<file path="src/rtl/lsu_pkg.sv">
// Shared definitions for the load/store unit: op codes, error codes, FSM states.
// Latency: n/a (declarations and pure helper functions only).
// Backpressure: n/a.
package lsu_pkg;

    // CPU-side op encoding carried on req_op
    typedef enum logic [2:0] {
        OP_LW  = 3'd0,
        OP_LB  = 3'd1,
        OP_LBU = 3'd2,
        OP_LH  = 3'd3,
        OP_LHU = 3'd4,
        OP_SW  = 3'd5,
        OP_SB  = 3'd6,
        OP_SH  = 3'd7
    } op_e;

    // Completion status carried on rsp_err
    localparam logic [1:0] ERR_OK      = 2'd0;
    localparam logic [1:0] ERR_ALIGN   = 2'd1;
    localparam logic [1:0] ERR_TIMEOUT = 2'd2;

    // Controller states; MRG only ever follows a sub-word store read
    typedef enum logic [2:0] {
        ST_IDLE = 3'd0,
        ST_RD   = 3'd1,
        ST_MRG  = 3'd2,
        ST_WR   = 3'd3,
        ST_RESP = 3'd4
    } state_e;

    // Word ops need a 4-byte boundary, half ops a 2-byte boundary, byte ops any address.
    function automatic logic op_misaligned(op_e op, logic [1:0] addr_lo);
        logic bad;
        case (op)
            OP_LW, OP_SW:          bad = (addr_lo != 2'b00);
            OP_LH, OP_LHU, OP_SH:  bad = addr_lo[0];
            default:               bad = 1'b0;
        endcase
        return bad;
    endfunction

    // Loads return memory data; every store ends with a write.
    function automatic logic op_is_load(op_e op);
        logic ld;
        case (op)
            OP_LW, OP_LB, OP_LBU, OP_LH, OP_LHU: ld = 1'b1;
            default:                             ld = 1'b0;
        endcase
        return ld;
    endfunction

    // Sub-word stores need the old word first (read-modify-write).
    function automatic logic op_is_rmw(op_e op);
        return (op == OP_SB) || (op == OP_SH);
    endfunction

endpackage

</file>
<file path="src/rtl/lsu_lane.sv">
// Lane steering for a 32-bit little-endian word: load extraction/extension and sub-word merge.
// Latency: purely combinational, zero cycles.
// Backpressure: none; outputs follow inputs.
module lsu_lane
    import lsu_pkg::*;
(
    input  logic [31:0] word,
    input  logic [31:0] wdata,
    input  logic [1:0]  lane,
    input  logic [2:0]  op,
    output logic [31:0] rdata,
    output logic [31:0] merged
);

    logic [7:0]  byte_v;
    logic [15:0] half_v;
    logic [31:0] byte_mask;
    logic [31:0] half_mask;
    logic [31:0] byte_ins;
    logic [31:0] half_ins;

    // Pick the addressed byte/half and extend it according to the load flavour
    always_comb begin
        byte_v = 8'(word >> {lane, 3'b000});
        half_v = 16'(word >> {lane[1], 4'b0000});
        case (op_e'(op))
            OP_LB:   rdata = {{24{byte_v[7]}}, byte_v};
            OP_LBU:  rdata = {24'h000000, byte_v};
            OP_LH:   rdata = {{16{half_v[15]}}, half_v};
            OP_LHU:  rdata = {16'h0000, half_v};
            default: rdata = word;
        endcase
    end

    // Overwrite only the addressed lane of the old word; full-word ops pass wdata through
    always_comb begin
        byte_mask = 32'h0000_00FF << {lane, 3'b000};
        half_mask = 32'h0000_FFFF << {lane[1], 4'b0000};
        byte_ins  = {24'h000000, wdata[7:0]} << {lane, 3'b000};
        half_ins  = {16'h0000, wdata[15:0]} << {lane[1], 4'b0000};
        case (op_e'(op))
            OP_SB:   merged = (word & ~byte_mask) | byte_ins;
            OP_SH:   merged = (word & ~half_mask) | half_ins;
            default: merged = wdata;
        endcase
    end

endmodule

</file>
<file path="src/rtl/lsu_ctrl.sv">
// Load/store controller: one op at a time to a word-wide memory, sub-word stores via read-modify-write.
// Latency: misaligned 1, SW 2, load L+2, SB/SH L+4 cycles (L = memory read latency, bounded by TIMEOUT).
// Backpressure: req_ready is high only while idle; the requester must take the one-cycle rsp pulse.
module lsu_ctrl
    import lsu_pkg::*;
#(
    parameter int ADDR_W  = 12,
    parameter int TIMEOUT = 15
) (
    input  logic              clk,
    input  logic              rst,
    input  logic              req_valid,
    output logic              req_ready,
    input  logic [2:0]        req_op,
    input  logic [31:0]       req_addr,
    input  logic [31:0]       req_wdata,
    output logic              rsp_valid,
    output logic [31:0]       rsp_rdata,
    output logic [1:0]        rsp_err,
    output logic [ADDR_W-1:0] mem_addr,
    output logic              mem_re,
    output logic              mem_we,
    output logic [31:0]       mem_wdata,
    input  logic              mem_rvalid,
    input  logic [31:0]       mem_rdata
);

    state_e            state;
    state_e            state_n;

    // Request fields captured on accept
    op_e               op_q;
    logic [1:0]        lane_q;
    logic [31:0]       wdata_q;
    // Old word captured for read-modify-write
    logic [31:0]       word_q;
    logic [7:0]        wait_cnt;

    logic              accept;
    logic              req_misaligned;
    logic              wait_expired;

    logic [31:0]       lane_word;
    logic [31:0]       lane_rdata;
    logic [31:0]       lane_merged;

    // Next values of the registered outputs
    logic              req_ready_d;
    logic              rsp_valid_d;
    logic [31:0]       rsp_rdata_d;
    logic [1:0]        rsp_err_d;
    logic [ADDR_W-1:0] mem_addr_d;
    logic              mem_re_d;
    logic              mem_we_d;
    logic [31:0]       mem_wdata_d;

    // Address bits above the memory window carry no meaning here
    logic              unused_addr_hi;
    assign unused_addr_hi = ^req_addr[31:ADDR_W];

    assign accept         = req_valid & req_ready;
    assign req_misaligned = op_misaligned(op_e'(req_op), req_addr[1:0]);
    assign wait_expired   = (wait_cnt == 8'(TIMEOUT));

    // Extraction works on the live read data; merging works on the word held from the read
    assign lane_word = (state == ST_MRG) ? word_q : mem_rdata;

    lsu_lane u_lane (
        .word   (lane_word),
        .wdata  (wdata_q),
        .lane   (lane_q),
        .op     (op_q),
        .rdata  (lane_rdata),
        .merged (lane_merged)
    );

    // State register
    always_ff @(posedge clk) begin
        if (rst) begin
            state <= ST_IDLE;
        end else begin
            state <= state_n;
        end
    end

    // Next-state decision; a late rvalid outside RD is simply never looked at
    always_comb begin
        state_n = state;
        case (state)
            ST_IDLE: begin
                if (accept) begin
                    if (req_misaligned) begin
                        state_n = ST_RESP;
                    end else if (op_e'(req_op) == OP_SW) begin
                        state_n = ST_WR;
                    end else begin
                        state_n = ST_RD;
                    end
                end
            end
            ST_RD: begin
                if (mem_rvalid) begin
                    state_n = op_is_load(op_q) ? ST_RESP : ST_MRG;
                end else if (wait_expired) begin
                    state_n = ST_RESP;
                end
            end
            ST_MRG:  state_n = ST_WR;
            ST_WR:   state_n = ST_RESP;
            ST_RESP: state_n = ST_IDLE;
            default: state_n = ST_IDLE;
        endcase
    end

    // Output values for the coming cycle, derived from the transition being taken
    always_comb begin
        req_ready_d = (state_n == ST_IDLE);
        rsp_valid_d = (state_n == ST_RESP);
        mem_re_d    = (state == ST_IDLE) && (state_n == ST_RD);
        mem_we_d    = (state_n == ST_WR);
        rsp_rdata_d = rsp_rdata;
        rsp_err_d   = rsp_err;
        mem_addr_d  = mem_addr;
        mem_wdata_d = mem_wdata;
        case (state)
            ST_IDLE: begin
                if (accept) begin
                    mem_addr_d = {req_addr[ADDR_W-1:2], 2'b00};
                    if (req_misaligned) begin
                        rsp_err_d   = ERR_ALIGN;
                        rsp_rdata_d = 32'h0;
                    end else if (op_e'(req_op) == OP_SW) begin
                        mem_wdata_d = req_wdata;
                    end
                end
            end
            ST_RD: begin
                if (mem_rvalid) begin
                    if (op_is_load(op_q)) begin
                        rsp_err_d   = ERR_OK;
                        rsp_rdata_d = lane_rdata;
                    end
                end else if (wait_expired) begin
                    rsp_err_d   = ERR_TIMEOUT;
                    rsp_rdata_d = 32'h0;
                end
            end
            ST_MRG: begin
                mem_wdata_d = lane_merged;
            end
            ST_WR: begin
                rsp_err_d   = ERR_OK;
                rsp_rdata_d = 32'h0;
            end
            default: begin
            end
        endcase
    end

    // Output registers; reset also kills any pending memory pulse or response
    always_ff @(posedge clk) begin
        if (rst) begin
            req_ready <= 1'b1;
            rsp_valid <= 1'b0;
            rsp_rdata <= 32'h0;
            rsp_err   <= ERR_OK;
            mem_addr  <= '0;
            mem_re    <= 1'b0;
            mem_we    <= 1'b0;
            mem_wdata <= 32'h0;
        end else begin
            req_ready <= req_ready_d;
            rsp_valid <= rsp_valid_d;
            rsp_rdata <= rsp_rdata_d;
            rsp_err   <= rsp_err_d;
            mem_addr  <= mem_addr_d;
            mem_re    <= mem_re_d;
            mem_we    <= mem_we_d;
            mem_wdata <= mem_wdata_d;
        end
    end

    // Capture request fields on accept and the old word when a store read returns
    always_ff @(posedge clk) begin
        if (rst) begin
            op_q    <= OP_LW;
            lane_q  <= 2'b00;
            wdata_q <= 32'h0;
            word_q  <= 32'h0;
        end else begin
            if (accept) begin
                op_q    <= op_e'(req_op);
                lane_q  <= req_addr[1:0];
                wdata_q <= req_wdata;
            end
            if ((state == ST_RD) && mem_rvalid) begin
                word_q <= mem_rdata;
            end
        end
    end

    // Wait counter: zero in the first RD cycle, counts each RD cycle without rvalid
    always_ff @(posedge clk) begin
        if (rst) begin
            wait_cnt <= 8'd0;
        end else if (state != ST_RD) begin
            wait_cnt <= 8'd0;
        end else if (!mem_rvalid && !wait_expired) begin
            wait_cnt <= wait_cnt + 8'd1;
        end
    end

endmodule

</file>
<file path="config.mk">
export PLATFORM = sky130hd
export DESIGN_NAME = lsu_ctrl
export DESIGN_NICKNAME = d
export VERILOG_FILES = /design/src/rtl/lsu_pkg.sv /design/src/rtl/lsu_lane.sv /design/src/rtl/lsu_ctrl.sv
export SDC_FILE = /design/constraint.sdc
export NUM_CORES = 1
export LEC_CHECK = 0
export BUFFER_PORTS_ARGS = -buffer_cell sky130_fd_sc_hd__clkbuf_2
export CORE_UTILIZATION = 58
export CTS_CLUSTER_SIZE = 14
export DETAILED_ROUTE_END_ITERATION = 12
export GPL_TIMING_DRIVEN = 0
export PLACE_DENSITY = 0.85
export SLEW_MARGIN = 20
export SYNTH_ARGS = -nofsm -noshare
export SYNTH_HDL_FRONTEND = slang
export SYNTH_HIERARCHICAL = 1
export SYNTH_SLANG_ARGS = --single-unit
</file>
<file path="constraint.sdc">
create_clock -name clk -period 4.9 [get_ports clk]
set_clock_uncertainty 0.1 [all_clocks]
set_input_delay 0.98 -clock clk [delete_from_list [all_inputs] [get_ports clk]]
set_output_delay 0.98 -clock clk [all_outputs]
set_load 0.005 [all_outputs]
</file>
==> results by group, run 1 <==
Detailed routing
  • Wire per inst: about 18 µm
  • Drt first-iter violations: 967
  • ANT nets after route: 0
  • Final wirelength: between 20,000 and 25,000 µm
  • Vias: between 8,000 and 9,000
  • DRC: 0
  • Number of vias per cell: ~5.9
  • Total iterations of the first detailed-routing run: 8

STA
  • Hold Fails Final Rpt: 0
  • Max_slew headroom: 0.387
  • Final hold slack: approximately 0.35 ns
  • Tmin final: about 3.8 ns
  • Worst-margin pin slew: slightly above 0.9 ns
  • Final period util: 0.783
  • Count of final max-slew check failures: 0
  • Final setup fails: 0
  • RSZ-0062 raised after global routing: false
  • Setup TNS: 0 ns
  • Maximum clock frequency: roughly 0.26 GHz

Synth
  • Top FF cell, synth: dfxtp_1
  • Netlist cell types: 72
  • Synth area leader: dfxtp_1
  • Post-synth ARST share: 0
  • Syn avg cell area: around 8.1 µm²
  • Area share of the leading cell type in the synthesized netlist: 0.388
  • Post-Syn Instances: about 1,000
  • Number of synthesized flops with an enable pin: 0
  • Post-synthesis sequential area ratio: 0.388
  • Yosys warns: 6
  • #FFs+latches synth: 160
  • Post-Syn Area: roughly 8300 µm²
  • Area contributors post-synth: dfxtp_1 (39%), nand2_1 (16%), a21oi_1 (7.0%), mux2_4 (5.5%), a22o_1 (3.3%)

Floorplanning
  • Die W: 121 µm
  • Core area: approximately 14,000 µm²
  • Rows: 43
  • Chip Height: 121 µm
  • Die area: roughly 15,000 µm²
  • Top Ports: ~190
  • Starting density of the core: 0.595

Finish
  • Diodes inserted: 0
  • Most frequent cells in the layout: nand2_1 (348), clkbuf_2 (161), dfxtp_1 (160), a21oi_1 (116), clkbuf_1 (50)
  • Fin nets: 1,305
  • Commonest non-fill, non-tap cell in the layout: nand2_1
  • Layout cell share with drive strength beyond 1: 0.225
  • Area Growth Syn to Fin: 19.9%
  • Non-Filler Instances: roughly 1,400

Worst setup path
  • Worst Path Max Fanout: 10
  • Critical Path AT: 4.11 ns
  • CP endpoint kind: register
  • CP most frequent cell: nand2_1
  • WP data required: about 5.2 ns
  • Crit path buf inv count: 3
  • Top delay family on crit path: simple AND/OR/NAND/NOR gates
  • Crit path largest cell delay: about 0.60 ns
  • Startpoint types: register
  • Setup CP Type: reg -> reg
  • Critical Path, Cell by Cell: nand2b_1, nor2_1, clkbuf_1, buf_1, nand2_1, nand2_1, mux4_2, nand3_4, o31ai_4, buf_6, a21o_1, a22o_1
  • CP max-delay cell: nor2_1

Global route
  • Global-route wire length before repair: ~38,000 µm
  • Vias in the first global route: 7,480
  • Total global-route track usage: 0.340
  • Initial antenna violation count: 0
  • Largest net degree at the start of global routing: 17
  • Overflow after GRT: 0

Power
  • Maximum vdd ir drop: approximately 0.23 mV
  • Power Total: ~0.0034 W
  • Power Density: between 300 and 400 nW/µm²
  • Leak: 4.59 nW

Clocking
  • Root Buffer: clkbuf_16
  • CTS Sinks: 160
  • CTS clk-pin slew, worst paths: approximately 0.060 ns
  • CTS Buf Count: 17
  • Post-CTS Resized: 0
  • Skew-Pair Late Insertion Delay: around 0.43 ns
  • Setup repair bufs after CTS: 0
  • CTS Hold Bufs: 0
  • H-tree levels: 4
  • CTS tree: done
  • Max clock buf depth: 2

Place
  • Final Wtd Congestion: 1.04
  • Port buffer count: about 160
  • Hpwl dp: between 15,000 and 20,000 µm
  • DP Cell Count: between 1,000 and 1,500

Hold path
  • Worst Hold Class: reg -> reg

Status
  • Status: finished clean

Job
  • Maxcap violations: 0
## flip-flops by register name (all words and copies together) (netlist names), 2 cells and up
register	cells
lane_q	2
wait_cnt	8
state	3
mem_addr	10
wdata_q	32
word_q	32
op_q	3
rsp_rdata	32
rsp_err	2
mem_wdata	32
## stage by stage
stage	setup slack [ns]	instance area, µm²	util
after floorplan	2.13	8260	-
after detailed placement	1.21	9290	0.670
after global placement	1.23	9290	0.670
after CTS	1.16	9910	0.714
final	1.06	9910	0.714
after global routing	0.968	9910	0.714
## final timing paths
path              slack (ns)             to         from  depth (start not counted)
setup reg to reg        1.06  rsp_rdata[30]     state[0]                         12
hold reg to reg         0.35    mem_addr[8]  mem_addr[8]                          2
hold / removal          0.35    mem_addr[8]  mem_addr[8]                          2
setup / recovery        1.06  rsp_rdata[30]     state[0]                         12
## worst register-to-register path: cells and delay by family (launching register included)
kind            cells  cell delay [ns]
buf+inv             3             1.19
simple gates        5             1.36
mux                 1             0.35
flops               1             0.41
compound gates      3             0.37
## synth_stat cells (2+ instances only)
library cell  instances
buf_1                 8
inv_1                19
and2_1                3
a21oi_1             116
a222oi_1             16
nor3b_1               3
mux4_2                8
buf_4                 7
o2bb2ai_1             7
mux2_2               11
buf_2                 9
nand3_1               4
xnor2_1               5
nor2b_1              35
mux2_4               30
nor2_1               20
xor2_1                3
a21o_1               17
mux2i_1               9
a221oi_1              2
nor4_2                2
clkbuf_1             46
nand2b_1              7
nand2_1             348
dfxtp_1             160
nor3_1                6
a32oi_1               7
buf_6                 5
and4_1                2
a221o_1              15
a22o_1               31
a22oi_1               8
o21ai_0              12
## kinds of logic (layout without fill, tap and decap cells)
kind of cell,Yosys count,count (layout),synth area share
xor+xnor,8,8,0.00848
buf+inv,94,285,0.0518
mux,58,58,0.102
other cells,1,2,0.000454
compound gates,249,249,0.210
flops,160,160,0.388
simple gates,449,449,0.238
fa+ha+maj,1,1,0.00151
## where the power goes
part	switching (W)	internal (W)	total [W]
Combinational	0.000355	0.000225	0.000580
Sequential	0.0000544	0.00137	0.00142
Clock	0.000506	0.000886	0.00139
Total	0.000916	0.00248	0.00339
## layer usage
layer / vias up / track usage / wire length, µm
li1: 3890 / - / -
met1: 3758 / 0.423 / 9810
met2: 482 / 0.539 / 11100
met3: 82 / 0.0818 / 2530
met4: 0 / 0.185 / 1080
met5: - / 0 / 0
## final cells by class
class,count,area [µm²]
clock buffers,24,482
repair buffers,161,806
clock inverters,6,130
inverters,19,71.3
fillers,1101,3980
well taps,180,225
plain buffers,75,357
flip-flops and latches,160,3200
multi-input cells,767,4630
No activity file was read; power rests on OpenSTA's default activity.
==> run 2: changes to the inputs <==
CORE_UTILIZATION = 55   (was 58)
PLACE_DENSITY = 0.81   (was 0.85)
clock period = 4 ns   (was 4.9 ns; I/O delays follow)
==> run 2 against run 1 <==
First-iteration DRC count shrank 9.7%. Cell area barely moved. Clock-buffer cell count is 2 lower.
==> results by group, run 2 (synthesis results as in run 1) <==
Detailed routing
  • Final wirelength: 24,800 µm (+0.99%)
  • DRC: 0 (unchanged)
  • Drt first-iter violations: 873 (-9.7%)
  • Wire per inst: 17.7 µm (+0.56%)
  • Number of vias per cell: 5.82 (-1.3%)
  • Total iterations of the first detailed-routing run: 10 (+2)
  • ANT nets after route: 0 (unchanged)
  • Vias: 8,143 (-0.84%)

Clocking
  • CTS Buf Count: 17 (unchanged)
  • Skew-Pair Late Insertion Delay: 0.44 ns (about the same)
  • CTS tree: done
  • Setup repair bufs after CTS: 0 (unchanged)
  • Root Buffer: clkbuf_16
  • H-tree levels: 4 (unchanged)
  • CTS clk-pin slew, worst paths: 0.06 ns (about the same)
  • CTS Sinks: 160 (unchanged)
  • Max clock buf depth: 2 (unchanged)

Job
  • Maxcap violations: 0 (unchanged)

Finish
  • Layout cell share with drive strength beyond 1: 0.228 (+0.00292)
  • Fin area: 9900 µm² (about the same)
  • Fillers: 1,220 (+11%)
  • Area Growth Syn to Fin: 19.9% (about the same)
  • Footprint of the multi-input gates: 4630 µm² (about the same)
  • Fin nets: 1,305 (unchanged)
  • Diodes inserted: 0 (unchanged)
  • Commonest non-fill, non-tap cell in the layout: nand2_1
  • Post-Route Utilization: 0.679 (-0.0350)
  • Most frequent cells in the layout: nand2_1 (348), clkbuf_2 (161), dfxtp_1 (160), a21oi_1 (116), clkbuf_1 (49)
  • Register area: 3200 µm² (unchanged)

Worst setup path
  • WP data required: 4.27 ns (-0.90 ns)
  • Worst Path Max Fanout: 10 (unchanged)
  • CP endpoint kind: register
  • Top delay family on crit path: buffers and inverters
  • Critical Path, Cell by Cell: nor2_1, nand2_1, clkbuf_1, clkbuf_1, clkbuf_1, nand2_1, nand2_1, mux4_2, nand3_4, o21ai_0, a221o_1, nand4_1, a21oi_1
  • Crit path buf inv count: 3 (unchanged)
  • Startpoint types: register
  • Setup CP Type: reg -> reg
  • CP max-delay cell: clkbuf_1
  • Crit path largest cell delay: 0.55 ns (-0.05 ns)
  • Critical Path AT: 3.93 ns (-0.18 ns)

Power
  • Power Density: 417 nW/µm² (+22%)
  • Leak: 4.57 nW (-0.40%)
  • Maximum vdd ir drop: 0.336 mV (+48%)

Floorplanning
  • Chip Height: 125 µm (+2.6%)
  • Rows: 44 (+2.3%)
  • Die area: 15,500 µm² (+5.4%)
  • Top Ports: 185 (unchanged)
  • Starting density of the core: 0.566 (-0.0289)
  • Die W: 125 µm (+2.6%)
  • Core area: 14,600 µm² (+5.1%)

STA
  • Count of final max-slew check failures: 0 (unchanged)
  • Setup TNS: 0 ns (unchanged)
  • Final period util: 0.916 (+0.133)
  • RSZ-0062 raised after global routing: false
  • Worst-margin pin slew: 0.883 ns (-0.0342 ns)
  • Tmin final: 3.66 ns (-0.173 ns)
  • Maximum clock frequency: 0.273 GHz (+4.7%)
  • Final setup fails: 0 (unchanged)
  • Hold Fails Final Rpt: 0 (unchanged)
  • Max_slew headroom: 0.410 (+0.0229)

Place
  • Hpwl dp: 17,900 µm (unchanged)
  • Final Wtd Congestion: 0.982 (-6.0%)
  • Port buffer count: 161 (unchanged)
  • Post-DP Area: 9300 µm² (about the same)

Global route
  • Overflow after GRT: 0 (unchanged)
  • Vias in the first global route: 7,613 (+1.8%)
  • Largest net degree at the start of global routing: 17 (unchanged)
  • Global-route wire length before repair: 39,100 µm (+2.2%)
  • Total global-route track usage: 0.321 (-0.0190)
  • Initial antenna violation count: 1 (+1)

Status
  • Status: finished clean

Hold path
  • Worst Hold Class: reg -> reg
==> run 2: cell types whose count changed in the layout (fill, tap and decap cells not counted) <==
cell / previous run / this run
clkbuf_8: 3 / 2
bufinv_16: 4 / 3
nor2_1: 20 / 19
nor2_2: 1 / 2
clkinv_2: 2 / 3
clkbuf_1: 50 / 49
clkinvlp_4: 0 / 4
==> run 2: what timing repair did <==
item / in CTS / in global routing
hold buffers: 0 / 0
gates resized for setup: 0 / 1
setup endpoints to repair: 0 / 1
==> run 2: worst paths after layout <==
check        depth (start not counted)  slack, ns        from       endpoint
min                                  2       0.35  word_q[16]     word_q[16]
max                                 13       0.34    state[0]  rsp_rdata[13]
min reg2reg                          2       0.35  word_q[16]     word_q[16]
max reg2reg                         13       0.34    state[0]  rsp_rdata[13]
==> run 2: cell type report <==
type | instances | share of cell area
multi-input cells | 767 | 0.468
clock inverters | 10 | 0.0136
repair buffers | 161 | 0.0814
inverters | 19 | 0.00720
clock buffers | 22 | 0.0469
flip-flops and latches | 160 | 0.324
plain buffers | 75 | 0.0360
well taps | 184 | 0.0233
==> run 2: tightest hold or removal path, stage by stage (launching register included) <==
cell	delay, ns
dfxtp_1	0.31
nand2_1	0.05
a21oi_1	0.05
==> run 2: layer usage <==
layer | track usage | up-vias | share of wire
met1 | 0.420 | 3758 | 0.42
met2 | 0.496 | 412 | 0.44
met3 | 0.0653 | 79 | 0.092
li1 | - | 3892 | -
met5 | 0 | - | 0.00044
met4 | 0.172 | 2 | 0.045
==> run 2: power breakdown <==
part / switching (W) / internal, W
logic: 0.000441 / 0.000276
registers: 0.0000674 / 0.00168
clock network: 0.000657 / 0.00101
==> run 2: stage by stage <==
step	power [W]	cells	hold WS (ns)	setup slack, ns
5_1_grt	0.00427	1398	0.369	0.0138
6_report	0.00413	1398	0.352	0.335
4_1_cts	0.00412	1398	0.355	0.227
3_5_place_dp	0.00247	1366	0.347	0.313
3_3_place_gp	0.00246	1366	0.342	0.289
2_1_floorplan	0.00222	1021	0.336	1.23
